$ cat config.mk
export PLATFORM = sky130hd
export DESIGN_NAME = tone_scheduler
export DESIGN_NICKNAME = d
export VERILOG_FILES = /design/src/rtl/tone_scheduler_pkg.sv /design/src/rtl/tone_scheduler_timer.sv /design/src/rtl/tone_scheduler.sv
export SDC_FILE = /design/constraint.sdc
export NUM_CORES = 1
export LEC_CHECK = 0
export BUFFER_PORTS_ARGS = -buffer_cell sky130_fd_sc_hd__buf_4
export CAP_MARGIN = 25
export CORE_MARGIN = 3
export CORE_UTILIZATION = 40
export CTS_CLUSTER_DIAMETER = 30
export DETAILED_ROUTE_END_ITERATION = 16
export HOLD_SLACK_MARGIN = 0.12
export PLACE_DENSITY_LB_ADDON = 0.3
export SYNTH_ARGS = -nofsm -noshare
export SYNTH_HDL_FRONTEND = slang
export SYNTH_SLANG_ARGS = --single-unit
$ cat constraint.sdc
create_clock -name clock -period 3.5 [get_ports clock]
set_input_delay 0.35 -clock clock [delete_from_list [all_inputs] [get_ports clock]]
set_output_delay 0.35 -clock clock [all_outputs]
set_load 0.005 [all_outputs]
$ cat src/rtl/tone_scheduler_pkg.sv
// Shared encodings for the tone scheduler: states, playback owners, note codes
// and the fixed note tables for the error sound and the victory jingle.
package tone_scheduler_pkg;

    typedef enum logic [2:0] {
        ST_IDLE = 3'd0,
        ST_PLAY = 3'd1,
        ST_GAP  = 3'd2
    } state_t;

    typedef enum logic [2:0] {
        OWN_NONE,
        OWN_ERR,
        OWN_WIN,
        OWN_SEQ,
        OWN_BTN
    } owner_t;

    localparam logic [3:0] NOTE_A = 4'd1;
    localparam logic [3:0] NOTE_B = 4'd2;
    localparam logic [3:0] NOTE_C = 4'd3;
    localparam logic [3:0] NOTE_D = 4'd4;
    localparam logic [3:0] NOTE_F = 4'd6;

    localparam int ERR_LEN = 2;
    localparam int WIN_LEN = 4;
    localparam int IDX_W   = 2;

    // Element [0] is played first.
    localparam logic [ERR_LEN-1:0][3:0] ERR_NOTES = {NOTE_F, NOTE_F};
    localparam logic [WIN_LEN-1:0][3:0] WIN_NOTES = {NOTE_D, NOTE_C, NOTE_B, NOTE_A};

    // One-hot position in the {err,win,seq,btn} ack/done vectors.
    function automatic logic [3:0] ownerBit(input owner_t o);
        case (o)
            OWN_ERR: ownerBit = 4'b1000;
            OWN_WIN: ownerBit = 4'b0100;
            OWN_SEQ: ownerBit = 4'b0010;
            OWN_BTN: ownerBit = 4'b0001;
            default: ownerBit = 4'b0000;
        endcase
    endfunction

    function automatic logic [IDX_W-1:0] lastIdx(input owner_t o);
        case (o)
            OWN_ERR: lastIdx = IDX_W'(ERR_LEN - 1);
            OWN_WIN: lastIdx = IDX_W'(WIN_LEN - 1);
            default: lastIdx = '0;
        endcase
    endfunction

endpackage

$ cat src/rtl/tone_scheduler_timer.sv
// Duration counter: loads a cycle count, counts down to zero and holds there.
module tone_timer #(
    parameter int W = 8
) (
    input  logic         clock,
    input  logic         reset,
    input  logic         load,
    input  logic [W-1:0] loadVal,
    input  logic         count,
    output logic         expire
);

    logic [W-1:0] cnt;

    always_ff @(posedge clock or posedge reset) begin
        if (reset)
            cnt <= '0;
        else if (load)
            cnt <= loadVal;
        else if (count && cnt != '0)
            cnt <= cnt - 1'b1;
    end

    assign expire = (cnt == '0);

endmodule

$ cat src/rtl/tone_scheduler.sv
// Arbitrates sound requests and sequences their notes through PLAY/GAP phases,
// driving a tone generator enable and note code.
module tone_scheduler
    import tone_scheduler_pkg::*;
#(
    parameter int NOTE_CYCLES = 25_000_000,
    parameter int GAP_CYCLES  = 2_500_000
) (
    input  logic       clock,
    input  logic       reset,
    input  logic       req_err,
    input  logic       req_win,
    input  logic       req_seq,
    input  logic [3:0] seq_note,
    input  logic       req_btn,
    input  logic [3:0] btn_note,
    input  logic       stop,
    output logic [3:0] ack,
    output logic [3:0] done,
    output logic       tone_en,
    output logic [3:0] tone_sel,
    output logic       busy,
    output logic [2:0] db_estado
);

    localparam int MAX_CYC = (NOTE_CYCLES > GAP_CYCLES) ? NOTE_CYCLES : GAP_CYCLES;
    localparam int CNT_W   = $clog2(MAX_CYC + 1);
    localparam logic [CNT_W-1:0] NOTE_LD = CNT_W'(NOTE_CYCLES - 1);
    localparam logic [CNT_W-1:0] GAP_LD  = CNT_W'(GAP_CYCLES - 1);

    state_t           state, stateNext;
    owner_t           owner, ownerNext;
    logic [IDX_W-1:0] idx, idxNext;
    logic [3:0]       noteReg, noteNext;
    logic [3:0]       ackNext, doneNext;
    logic [3:0]       reqVec;
    logic [3:0]       curNote;
    logic             start, preempt;
    logic             tLoad, expire;
    logic [CNT_W-1:0] tLoadVal;

    tone_timer #(.W(CNT_W)) uTimer (
        .clock   (clock),
        .reset   (reset),
        .load    (tLoad),
        .loadVal (tLoadVal),
        .count   (state != ST_IDLE),
        .expire  (expire)
    );

    // A request whose done is pulsing this cycle is masked so it cannot retrigger at once.
    assign reqVec  = {req_err, req_win, req_seq, req_btn} & ~done;
    assign preempt = req_err && (owner == OWN_SEQ || owner == OWN_BTN);

    always_comb begin
        case (owner)
            OWN_ERR: curNote = ERR_NOTES[idx[0]];
            OWN_WIN: curNote = WIN_NOTES[idx];
            default: curNote = noteReg;
        endcase
    end

    always_ff @(posedge clock or posedge reset) begin
        if (reset) begin
            state   <= ST_IDLE;
            owner   <= OWN_NONE;
            idx     <= '0;
            noteReg <= '0;
            ack     <= '0;
            done    <= '0;
        end else begin
            state   <= stateNext;
            owner   <= ownerNext;
            idx     <= idxNext;
            noteReg <= noteNext;
            ack     <= ackNext;
            done    <= doneNext;
        end
    end

    always_comb begin
        stateNext = state;
        ownerNext = owner;
        idxNext   = idx;
        noteNext  = noteReg;
        ackNext   = '0;
        doneNext  = '0;
        tLoad     = 1'b0;
        tLoadVal  = '0;
        start     = 1'b0;
        if (stop) begin
            stateNext = ST_IDLE;
            ownerNext = OWN_NONE;
            idxNext   = '0;
            tLoad     = 1'b1;
        end else begin
            case (state)
                ST_IDLE: begin
                    start = 1'b1;
                    if (reqVec[3])
                        ownerNext = OWN_ERR;
                    else if (reqVec[2])
                        ownerNext = OWN_WIN;
                    else if (reqVec[1]) begin
                        ownerNext = OWN_SEQ;
                        noteNext  = seq_note;
                    end else if (reqVec[0]) begin
                        ownerNext = OWN_BTN;
                        noteNext  = btn_note;
                    end else
                        start = 1'b0;
                end
                ST_PLAY: begin
                    if (preempt) begin
                        ownerNext = OWN_ERR;
                        start     = 1'b1;
                    end else if (expire) begin
                        stateNext = ST_GAP;
                        tLoad     = 1'b1;
                        tLoadVal  = GAP_LD;
                    end
                end
                ST_GAP: begin
                    if (preempt) begin
                        ownerNext = OWN_ERR;
                        start     = 1'b1;
                    end else if (expire) begin
                        if (idx == lastIdx(owner)) begin
                            stateNext = ST_IDLE;
                            doneNext  = ownerBit(owner);
                            ownerNext = OWN_NONE;
                            idxNext   = '0;
                            tLoad     = 1'b1;
                        end else begin
                            stateNext = ST_PLAY;
                            idxNext   = idx + 1'b1;
                            tLoad     = 1'b1;
                            tLoadVal  = NOTE_LD;
                        end
                    end
                end
                default: begin
                    stateNext = ST_IDLE;
                    ownerNext = OWN_NONE;
                    idxNext   = '0;
                    tLoad     = 1'b1;
                end
            endcase
            if (start) begin
                stateNext = ST_PLAY;
                idxNext   = '0;
                tLoad     = 1'b1;
                tLoadVal  = NOTE_LD;
                ackNext   = ownerBit(ownerNext);
            end
        end
    end

    assign tone_en   = (state == ST_PLAY);
    assign tone_sel  = tone_en ? curNote : 4'd0;
    assign busy      = (state != ST_IDLE);
    assign db_estado = state;

endmodule

Word level (Yosys, flattened, before mapping). Cells that the tools add are included.

Register bits: 45. Input port bits: 15. Word-level logic and storage cells: 115.

Order comparisons: 2. Reductions and logical operators: 14. Muxes and demuxes: 68. Eq/ne operators: 17. Add/sub/neg operators: 2. Bitwise logic cells: 5.

Operators by type and width (count): $mux 25 (7); $pmux 25 s2 (1); $mux 3 (16); $mux 4 (12); $mux 22 (2); $pmux 4 s4 (2); $logic_not 25->1 (1); $reduce_bool 25->1 (1); $sub 25x1->25 const B (1); $mux 2 (9); $pmux 3 s3 (2); $eq 3x2->1 const B (5); $mux 1 (11); $reduce_and 5->1 (2); $eq 3x1->1 const B (3); $bmux 4 s2 (1); $ne 4x4->1 const B (2); $pmux 2 s2 (2); $pmux 4 s2 (1); $eq 3x3->1 const B (2); $and 4x4->4 (1); $ne 4x2->1 const B (1); $ne 4x3->1 const B (1); $not 4->4 (1); other kinds (15) (21).

Longest topological paths before layout.
Depth after elaboration: 16. Mapped depth: 10.

Modules after synthesis. A second synthesis with hierarchy kept.

Cell total of the unflattened synthesis: 333. Area, all modules: 2985.4 um^2.

By module, submodules not included: tone_timer (cells an instance 178, sequential area each 625.6 um^2, area an instance 1596.5 um^2, instances 1); tone_scheduler (cells an instance 155, sequential area each 475.5 um^2, area an instance 1388.8 um^2, instances 1).

Worst setup path before layout. Ideal clock, no wire load.

Path kind: reg-to-reg. From: register uTimer.cnt[0]. To: register ack[0]. Data required time: 3.405 ns. Slack: 1.116 ns. Path buffers: 0. Stages on the path, launching flop included: 9. Library setup time: 0.095 ns. Clock period less this slack: 2.384 ns. Arrival time: 2.289 ns. Path through: dfrtp_1 > inv_1 > ha_1 > or3b_2 > nor4_1 > nand2_1 > o21a_1 > a311o_1 > nor4b_2.

Cells in the longest elaborated chain, start to end: 9.

Ends and longest elaborated chain: from (decl) (line tone_scheduler_timer.sv:13) `logic [W-1:0] cnt;`; from (signal assigned) (line tone_scheduler_timer.sv:19) `cnt <= loadVal;`; from (signal assigned) (line tone_scheduler_timer.sv:21) `cnt <= cnt - 1'b1;`; $logic_not 25->1 * (line tone_scheduler_timer.sv:24) `assign expire = (cnt == '0);`; $mux 3 * (line tone_scheduler.sv:127) `end else if (expire) begin`; $mux 3 * (line tone_scheduler.sv:124) `if (preempt) begin`; $pmux 3 s3 * (line tone_scheduler.sv:97) `case (state)`; $mux 3 * (line tone_scheduler.sv:91) `if (stop) begin`; $eq 3x3->1 (tied with other cells) (line tone_scheduler_pkg.sv:35) `case (o)`; $pmux 4 s4 * (line tone_scheduler_pkg.sv:35); $mux 4 * (line tone_scheduler.sv:149) `if (start) begin`; $mux 4 * (line tone_scheduler.sv:91); via ackNext[0] (line tone_scheduler.sv:35) `logic [3:0] ackNext, doneNext;`; to (signal assigned) (line tone_scheduler.sv:76) `ack <= ackNext;`; to (decl) (line tone_scheduler.sv:18) `output logic [3:0] ack,`.

The timed path passes the listed nets; every way through them passes the cells marked *. The select of a mux whose other input is x is not followed. A chain may end at the register's enable or synchronous reset.

Worst setup path after layout.
From: register uTimer.cnt[13]. To: register uTimer.cnt[5].

Cells in the longest elaborated chain, start to end: 7.

Ends and longest elaborated chain (line): $logic_not 25->1 (tone_scheduler_timer.sv:24); $mux 25 / $mux 1 (equally long branches) (tone_scheduler.sv:127, tone_scheduler.sv:117); $mux 25 / $mux 1 (equally long branches) (tone_scheduler.sv:124); $pmux 25 s2 / $pmux 1 s2 (equally long branches) (tone_scheduler.sv:97); $mux 25 / $mux 1 (equally long branches) (tone_scheduler.sv:149); $mux 25 / $mux 1 (equally long branches) (tone_scheduler.sv:91); $mux 25 / $reduce_bool 2->1 (equally long branches).

Several ways; a longest one is shown, not always the timed one.

==> run metrics <==
CTS Hold Bufs 0; Max VDD drop 0.2123 mV; Syn-to-layout area delta 15.49%; Cell Count, Final, Fillers Out 454; GPL Wtd Cong 0.8077; Post-Syn Nets 358; Global Route Usage Sum 17.55%; CTS Root Cell clkbuf_8; Leakage Power 1.535 nW; routed len/inst 15.76 um; I/O Buffers 30; Synth Warn # 0; Setup Viol. Count Final 0; CP arrival 3.15 ns; initial antenna violation count 0; drc violations 0; Slew headroom 40.52%; fmax 338.9 MHz; Critical Path Source Type flop; # Post-CTS Setup Buffers 0; number of global-route vias before repair 2,424; post-synthesis register bit count 44; min cycle time layout 2.950 ns; FFs w/ async S/R, synth 100.0%; post-cts resize count 0; Vias/cell 5.670; most common cell after layout, fill and taps aside dfrtp_1; Crit Path Max Fanout 13; Tcrit/Tclk final 84.30%; die width 91.98 um; 1st-pass router iterations 4; total negative slack 0 ns; Final Skew 0.008614 ns; site row count 30; CORE AREA 6982 um^2; Max-Cap Viols 0; Reg2Reg Depth 6; Placed Cells 446; Hold Fails Final Rpt 0; via count 2,574; Worst-path clk slew 0.09 ns; Syn Inst Count 333; Die Height 91.98 um; antenna viol nets, final 0; Post-Syn Area 2957 um^2; Max Slew Vio Count 0; Clk Latency, worst-skew pair 0.31 ns; largest net degree at the start of global routing 45; worst slew pin tran 0.8888 ns; Overflow after GRT 0; syn_area_per_cell 8.879 um^2; number of enable flip-flop cells after synthesis 0; Inserted Diodes 0; Hold Path Class primary input to asynchronous set/reset pin; critical path class flop to flop; CTS tree built; 1st-iter DRT viols 133; H-tree depth 2; Netlist cell types 62; CP endpoint kind flop; RSZ-0062 raised after global routing false; clock buffer depth 2; post-DP HPWL 5065 um; Main synth FF type dfrtp_1; Seq/Total Area, Yosys 37.24%; die area 8459 um^2; commonest non-fill, non-tap cells in the layout dfrtp_1 (44), buf_4 (34), nor2_1 (27), nand2_1 (19), a21oi_1 (18); first-pass GRT wire length 12,120 um; TritonCTS Buffers 5; WL final 7155 um; fin nets 382; outcome finished, final reports clean; number of clock sinks 44; initial core utilization 42.35%; power per cell area 481.0 nW/um^2; R2R setup slack 0.55 ns; fraction of layout instances using a drive strength above 1 16.48%; Ports 32; CP required 3.70 ns
## through the flow
stage | area, um^2 | utilization (%) | worst slack, ns | power, mW | hold slack (ns)
after global placement | 3256 | 46.63 | 0.7727 | 1.091 | 0.4757
after floorplan | 2957 | - | 1.116 | 0.9719 | 0.4203
final | 3415 | 48.91 | 0.5496 | 1.643 | 0.1753
after detailed placement | 3256 | 46.63 | 0.6147 | 1.100 | 0.4848
after global routing | 3415 | 48.91 | 0.3589 | 1.735 | 0.2276
after CTS | 3415 | 48.91 | 0.5948 | 1.651 | 0.1972
## final timing paths
check | startpoint | to
setup / recovery | uTimer.cnt[13] | uTimer.cnt[5]
hold / removal | reset | db_estado[0]
setup reg to reg | uTimer.cnt[13] | uTimer.cnt[5]
hold reg to reg | noteReg[3] | noteReg[3]
max in group asynchronous | reset | uTimer.cnt[20]
min in group clock | req_err | done[1]
## state kept, by name, summed over array words and instances, names as in the netlist
| register | cells |
|---|---|
| noteReg | 4 |
| uTimer.cnt | 25 |
| ack | 4 |
| db_estado | 2 |
| done | 4 |
| idx | 2 |
| owner | 3 |
## synthesized netlist by cell type (all sizes together) (2+ instances only)
library cell | count | area (um^2)
or4 | 4 | 33.78
a21boi | 4 | 30.03
nor3b | 2 | 15.01
nand4 | 4 | 25.02
inv | 13 | 48.80
a211o | 3 | 26.28
o31ai | 6 | 45.04
a41oi | 2 | 17.52
or3b | 2 | 17.52
nor4 | 11 | 102.6
nor2b | 5 | 31.28
a2bb2oi | 3 | 26.28
ha | 10 | 125.1
and4 | 2 | 17.52
nor2 | 27 | 101.4
or3 | 8 | 55.05
a31oi | 9 | 56.30
a211oi | 3 | 22.52
nor3 | 18 | 95.09
o21ai | 17 | 85.08
and2 | 2 | 12.51
o22a | 8 | 70.07
nand4b | 2 | 17.52
or2 | 4 | 25.03
clkbuf | 11 | 41.29
buf | 6 | 35.03
mux2i | 5 | 50.05
a22oi | 2 | 15.01
a21oi | 18 | 90.09
xnor2 | 5 | 43.79
nand2 | 19 | 71.32
nor4b | 2 | 23.77
xor2 | 5 | 43.79
nand3b | 3 | 26.27
nand3 | 14 | 70.07
dfrtp | 44 | 1101
nand2b | 8 | 50.05
o21a | 9 | 67.56
## critical path: stages, from the launching register on
cell      delay [ns]
dfrtp_1         0.42
or4_1           0.67
nor4_2          0.40
a21o_2          0.28
nand4b_1        0.56
a21boi_0        0.32
o22a_1          0.19
## layout make-up
class / count / area (um^2)
fill: 699 / 3567
clock buffer: 5 / 68.82
sequential: 44 / 1101
multi-input combinational: 259 / 1730
tap: 96 / 120.1
inverter: 13 / 48.80
timing repair buffer: 34 / 255.2
clock inverter: 3 / 90.09
## where the power goes
| group | switching (mW) | internal [mW] | total [mW] |
|---|---|---|---|
| Clock | 0.189 | 0.357 | 0.546 |
| Combinational | 0.270 | 0.192 | 0.463 |
| Sequential | 0.0695 | 0.564 | 0.634 |
## cells by family after synthesis
logic type	share of synthesized area, %
xor+xnor	2.962
simple gates	27.80
buf+inv	4.232
mux	2.074
other cells	0.1268
compound gates	21.33
flops	37.24
fa+ha+maj	4.232
## routing by layer
metal	routed length (um)	vias up	track usage, %
li1	-	1279	-
met1	3517	1240	24.85
met2	3260	49	28.04
met3	283	6	2.297
met4	94	0	4.950
met5	0	-	0
No activity file was read; power rests on OpenSTA's default activity.
